**config.mk**
```make
export PLATFORM = sky130hd
export DESIGN_NAME = spi_slave_sync
export DESIGN_NICKNAME = d
export VERILOG_FILES = /design/src/rtl/spi_pkg.sv /design/src/rtl/spi_slave_sync_edge.sv /design/src/rtl/spi_slave_sync.sv
export SDC_FILE = /design/constraint.sdc
export NUM_CORES = 1
export LEC_CHECK = 0
export BUFFER_PORTS_ARGS = -buffer_cell sky130_fd_sc_hd__buf_2
export CAP_MARGIN = 20
export CORE_MARGIN = 4
export CORE_UTILIZATION = 43
export CTS_BUF_LIST = sky130_fd_sc_hd__clkbuf_8
export CTS_CLUSTER_DIAMETER = 40
export DETAILED_ROUTE_END_ITERATION = 10
export PLACE_DENSITY = 0.7
export SLEW_MARGIN = 20
export SYNTH_ARGS = -nofsm -noshare
export SYNTH_HDL_FRONTEND = slang
export SYNTH_SLANG_ARGS = --single-unit
```
**constraint.sdc**
```tcl
create_clock -name clk -period 5.4 [get_ports clk]
set_clock_uncertainty 0.1 [all_clocks]
set_input_delay 0.27 -clock clk [delete_from_list [all_inputs] [get_ports clk]]
set_output_delay 0.27 -clock clk [all_outputs]
set_load 0.02 [all_outputs]
```
**src/rtl/spi_pkg.sv**
```systemverilog
// Shared types and constants for the oversampled SPI register-bus slave.
package spi_pkg;

  typedef enum logic [1:0] {
    ST_IDLE = 2'b00,
    ST_HDR  = 2'b01,
    ST_DATA = 2'b10
  } state_t;

  localparam logic CPOL_LOW   = 1'b0;
  localparam logic CPOL_HIGH  = 1'b1;
  localparam logic CPHA_LEAD  = 1'b0;
  localparam logic CPHA_TRAIL = 1'b1;

  // Width needed to hold the values 0..n.
  function automatic int bits_for(input int n);
    return (n < 2) ? 1 : $clog2(n + 1);
  endfunction

endpackage

```
**src/rtl/spi_slave_sync_edge.sv**
```systemverilog
// Multi-flop synchroniser for one asynchronous SPI pin, plus a delayed copy
// used to produce single-cycle rise/fall pulses in the clk domain.
module spi_sync_edge #(
  parameter int   SYNC_STAGES = 2,
  parameter logic RST_VAL     = 1'b0
) (
  input  logic clk,
  input  logic reset,
  input  logic din,
  output logic level,
  output logic rise,
  output logic fall
);

  logic [SYNC_STAGES-1:0] sync_p0;
  logic                   level_p1;

  always_ff @(posedge clk) begin
    if (!reset) begin
      sync_p0  <= {SYNC_STAGES{RST_VAL}};
      level_p1 <= RST_VAL;
    end else begin
      sync_p0  <= {sync_p0[SYNC_STAGES-2:0], din};
      level_p1 <= sync_p0[SYNC_STAGES-1];
    end
  end

  assign level = sync_p0[SYNC_STAGES-1];
  assign rise  = level & ~level_p1;
  assign fall  = ~level & level_p1;

endmodule

```
**src/rtl/spi_slave_sync.sv**
```systemverilog
// SPI register-bus slave running entirely in the clk domain: header of
// direction + address, then DSZ-bit data words with address auto-increment.
module spi_slave_sync
  import spi_pkg::*;
#(
  parameter int ASZ         = 7,
  parameter int DSZ         = 32,
  parameter int CPOL        = 0,
  parameter int CPHA        = 0,
  parameter int SYNC_STAGES = 2,
  parameter int RD_LAT      = 1
) (
  input  logic           clk,
  input  logic           reset,
  input  logic           spiclk,
  input  logic           spimosi,
  output logic           spimiso,
  input  logic           spicsl,
  output logic           we,
  output logic           re,
  output logic           rd,
  output logic [ASZ-1:0] addr,
  output logic [DSZ-1:0] wdat,
  input  logic [DSZ-1:0] rdat,
  output logic           busy,
  output logic           frame_err
);

  localparam int   CW  = bits_for(ASZ + DSZ);
  localparam logic POL = (CPOL != 0) ? CPOL_HIGH : CPOL_LOW;
  localparam logic PHA = (CPHA != 0) ? CPHA_TRAIL : CPHA_LEAD;

  state_t state, state_nxt;

  logic sclk_level, sclk_rise, sclk_fall;
  logic cs_level, cs_rise, cs_fall;
  logic [SYNC_STAGES-1:0] mosi_p0;
  logic mosi_s;
  logic lead, trail, sample_ok, shift_ok, hdr_done;

  logic [CW-1:0]     cnt;
  logic [DSZ-1:0]    rx_sh;
  logic [DSZ-1:0]    tx_sh;
  logic [DSZ-1:0]    pref;
  logic [RD_LAT-1:0] re_pipe;

  spi_sync_edge #(.SYNC_STAGES(SYNC_STAGES), .RST_VAL(POL)) u_sclk (
    .clk   (clk),
    .reset (reset),
    .din   (spiclk),
    .level (sclk_level),
    .rise  (sclk_rise),
    .fall  (sclk_fall)
  );

  // Chip select idles high, so the synchroniser resets high: no false frame start.
  spi_sync_edge #(.SYNC_STAGES(SYNC_STAGES), .RST_VAL(1'b1)) u_cs (
    .clk   (clk),
    .reset (reset),
    .din   (spicsl),
    .level (cs_level),
    .rise  (cs_rise),
    .fall  (cs_fall)
  );

  // Same depth as the clock path so MOSI lines up with the detected edge.
  always_ff @(posedge clk) begin
    if (!reset) mosi_p0 <= '0;
    else        mosi_p0 <= {mosi_p0[SYNC_STAGES-2:0], spimosi};
  end
  assign mosi_s = mosi_p0[SYNC_STAGES-1];

  always_comb begin
    lead      = (sclk_rise | sclk_fall) & (sclk_level != POL);
    trail     = (sclk_rise | sclk_fall) & (sclk_level == POL);
    sample_ok = ((PHA == CPHA_LEAD) ? lead : trail) & ~cs_rise;
    shift_ok  = ((PHA == CPHA_LEAD) ? trail : lead) & ~cs_rise;
    hdr_done  = (state == ST_HDR) && sample_ok && (cnt == CW'(ASZ));
  end

  always_ff @(posedge clk) begin
    if (!reset) state <= ST_IDLE;
    else        state <= state_nxt;
  end

  always_comb begin
    state_nxt = state;
    case (state)
      ST_IDLE: if (cs_fall) state_nxt = ST_HDR;
      ST_HDR: begin
        if (cs_rise)       state_nxt = ST_IDLE;
        else if (hdr_done) state_nxt = ST_DATA;
      end
      ST_DATA: if (cs_rise) state_nxt = ST_IDLE;
      default: state_nxt = ST_IDLE;
    endcase
  end

  always_comb begin
    busy    = ~cs_level;
    spimiso = 1'b0;
    if (state == ST_DATA && rd) spimiso = tx_sh[DSZ-1];
  end

  always_ff @(posedge clk) begin
    if (!reset) begin
      cnt       <= '0;
      rx_sh     <= '0;
      tx_sh     <= '0;
      pref      <= '0;
      re_pipe   <= '0;
      we        <= 1'b0;
      re        <= 1'b0;
      rd        <= 1'b0;
      addr      <= '0;
      wdat      <= '0;
      frame_err <= 1'b0;
    end else begin
      we        <= 1'b0;
      re        <= 1'b0;
      frame_err <= 1'b0;
      // Prefetch: rdat is valid RD_LAT cycles after the re pulse.
      re_pipe[0] <= re;
      for (int i = 1; i < RD_LAT; i++) re_pipe[i] <= re_pipe[i-1];
      if (re_pipe[RD_LAT-1]) pref <= rdat;
      if (we) addr <= addr + 1'b1;

      case (state)
        ST_IDLE: begin
          if (cs_fall) begin
            cnt   <= '0;
            rd    <= 1'b0;
            tx_sh <= '0;
          end
        end
        ST_HDR: begin
          if (cs_rise) begin
            frame_err <= 1'b1;
          end else if (sample_ok) begin
            rx_sh <= {rx_sh[DSZ-2:0], mosi_s};
            if (cnt == '0) rd <= mosi_s;
            if (hdr_done) begin
              addr <= ASZ'({rx_sh, mosi_s});
              cnt  <= '0;
              re   <= rd;
            end else begin
              cnt <= cnt + 1'b1;
            end
          end
        end
        ST_DATA: begin
          if (cs_rise) begin
            if (cnt != '0) frame_err <= 1'b1;
          end else begin
            if (sample_ok) begin
              rx_sh <= {rx_sh[DSZ-2:0], mosi_s};
              if (cnt == CW'(DSZ - 1)) begin
                cnt <= '0;
                if (!rd) begin
                  wdat <= DSZ'({rx_sh, mosi_s});
                  we   <= 1'b1;
                end
              end else begin
                cnt <= cnt + 1'b1;
              end
              if (rd && cnt == '0) begin
                addr <= addr + 1'b1;
                re   <= 1'b1;
              end
            end
            // Word boundary reloads from the prefetch register, otherwise shift.
            if (shift_ok && rd) begin
              if (cnt == '0) tx_sh <= pref;
              else           tx_sh <= {tx_sh[DSZ-2:0], 1'b0};
            end
          end
        end
        default: ;
      endcase
    end
  end

endmodule

```
==> summary.txt <==
Outcome
  • Outcome: complete, no violations

Logic synthesis
  • Syn Area/Cell: 9.38 sq um
  • Cell with the most instances after synthesis: dfxtp_1
  • Post-Synth Simple-Gate Area: 0.213
  • Syn Inst Count: 705
  • Post-synthesis async set-or-reset flop share: 0
  • Mux contribution to synthesized area: 0.106
  • Number of synthesized flops with an enable pin: 0
  • Area contributors post-synth: dfxtp_1 47%, nand2_1 7.8%, nor2b_1 6.1%
  • Largest family of logic cells by synthesized area: simple AND/OR/NAND/NOR gates
  • Area of the mapped netlist: 6610 sq um
  • Commonest cells post-synth: 155 x dfxtp_1, 137 x nand2_1, 64 x nor2b_1
  • YS warnings: 0
  • Synth Area in Compound Gates: 0.146
  • Dominant cell type by area after synthesis: dfxtp_1
  • Post-synth top area share: 0.469
  • Main flop type after synthesis: dfxtp_1
  • Post-synthesis xor/xnor area fraction: 0.0146
  • Syn_nets: 749
  • Register area share after synthesis: 0.469
  • Synth Register Bits: 155
  • Synth Area in Adders: 0.0132
  • Synth unique cells: 53

Drt
  • DR vias: 5076
  • WL/cell: 14.2 microns
  • Residual DRC count: 0
  • First DRT Iteration DRCs: 219
  • WL final: 14.2 mm
  • Mean number of vias per cell: 5.10
  • ANT nets after route: 0
  • Detailed Routing Iterations Pass 1: 5

Timing
  • Final Max Slew Viols: 0
  • FMAX: 0.380 GHz
  • Worst-Margin Slew: 1.06 ns
  • Relative slew slack: 0.294
  • Setup ws final: 2.77 ns
  • Final setup viols: 0
  • Minimum clock period: 2.63 ns
  • Final Hold Viols: 0
  • RSZ-0062 raised after global routing: false
  • Setup_tns: 0 ns
  • Tcrit/Tclk final: 0.488

Global routing
  • First-pass GRT wire length: 23.8 mm
  • Antenna violations before repair: 0
  • Gr usage total: 0.164
  • GR Overflow Total: 0
  • Largest net degree at the start of global routing: 121
  • Number of global-route vias before repair: 4962

Pwr
  • LEAKAGE: 2.91 nW
  • Maximum vdd drop: 0.207 mV
  • Pwr Density: 272 nW/um^2

Placed design
  • DP HPWL: 8.55 mm
  • Cells after DPL: 930
  • Port bufs: 81
  • DP Worst Slack: 2.69 ns
  • GPL Wtd Cong: 0.892
  • Post-DP Area: 7100 sq um

Clocking
  • CTS Buf Count: 17
  • CTS tree: built
  • Post-CTS Setup Bufs: 0
  • Clock-pin transition on the worst setup and hold timing paths: 0.08 ns
  • Clock buffer depth: 2
  • Max H-tree Level: 4
  • Clock sink total: 155
  • Clk root buf: clkbuf_8
  • Post-CTS Resized: 0
  • Worst-Skew Late Latency: 0.44 ns

Min path
  • HP Class: input pin to flop

Finish
  • Finished Layout Cells: 995
  • # diodes: 0
  • # fillers: 1377
  • Layout area overhead: 18.5%
  • Fin area: 7840 sq um
  • Share of layout cells above drive strength 1: 0.197
  • Post-layout nets: 838

Floorplanning
  • Initial Util: 0.437
  • Count of standard-cell rows: 45
  • Die footprint: 17400 sq um
  • Core Region: 15100 sq um
  • Top Ports: 82
  • Chip Height: 132 microns
  • Die X: 132 microns

Setup path
  • Worst setup EP type: flop
  • WP data arrival: 2.86 ns
  • Worst Setup Start Kind: flop
  • WS Path Type: flop to flop
  • Crit path max fanout: 32
  • CP required: 5.63 ns

Flow run
  • Max-Cap Viols: 0
## flip-flops by register name, summed over array words and instances, names as in the netlist
register,flops
rx_sh,31
pref,32
addr,7
tx_sh,32
u_cs.level_p1,1
re,1
state,2
wdat,32
u_sclk.sync_p0,2
u_sclk.level_p1,1
frame_err,1
u_cs.sync_p0,2
re_pipe,1
mosi_p0,2
we,1
rd,1
cnt,6
## critical path, cell delays in order, from the launching register on
cell and delay, ns:
dfxtp_1 0.39, ha_1 0.29, nand3b_4 0.13, or3_4 0.37
or4_2 0.98, nand2_1 0.18, a21boi_1 0.07
## metrics by stage
| stage | hold WS, ns | util | power (mW) |
|---|---|---|---|
| 6_report | 0.0206 | 0.517 | 2.13 |
| 3_3_place_gp | 0.295 | 0.469 | 1.25 |
| 4_1_cts | 0.000547 | 0.517 | 2.16 |
| 3_5_place_dp | 0.294 | 0.469 | 1.25 |
| 5_1_grt | 0.00933 | 0.517 | 2.21 |
| 2_1_floorplan | 0.271 | - | 1.22 |
## kinds of logic after synthesis
family,after synthesis
simple gates,278
flops,155
mux,66
xor+xnor,11
buf+inv,58
compound gates,130
fa+ha+maj,7
## metal layers
metal,global-route usage,wire [microns],vias to the layer above,part of all wire
li1,-,-,2597,-
met1,0.211,6810,2361,0.48
met2,0.264,6490,108,0.46
met3,0.0489,721,10,0.051
met4,0.0543,149,0,0.011
met5,0,0,-,0
## repair_timing
action,in CTS,in global routing
setup endpoints to repair,0,0
hold endpoints to repair,33,0
hold buffers,33,0
## area by class of cell
type	instances	area, sq um	area share
multi-input cells	492	3280	0.419
flip-flops and latches	155	3100	0.396
clock inverters	12	131	0.0168
clock buffers	20	275	0.0351
inverters	9	33.8	0.00431
repair buffers	119	776	0.0990
well taps	188	235	0.0300
## placed cells by master, fill, tap and decap left out, types with 6 or more instances in the layout
cell type / count
a21boi_0: 34
a21boi_1: 31
a21oi_1: 6
a22oi_1: 35
and2_1: 8
buf_2: 80
buf_4: 6
clkbuf_8: 20
dfxtp_1: 154
dlygate4sd3_1: 33
ha_1: 7
inv_1: 14
mux2_2: 31
mux2i_1: 35
nand2_1: 137
nand2b_1: 6
nand3_1: 22
nor2_1: 10
nor2b_1: 64
xor2_1: 7
## report_power, final
part	switching (mW)	internal, mW
clock	0.404	0.484
sequential	0.00210	1.14
combinational	0.0462	0.0482
## path summary, 6_finish.rpt
check	startpoint	to	slack (ns)	cells past startpoint
worst min-delay path	rdat[22]	pref[22]	0.02	3
worst min register to register	u_cs.sync_p0[0]	u_cs.sync_p0[1]	0.31	1
worst max register to register	cnt[1]	wdat[0]	2.77	6
worst max-delay path	cnt[1]	wdat[0]	2.77	6
Power figures use the tool's default switching activity.
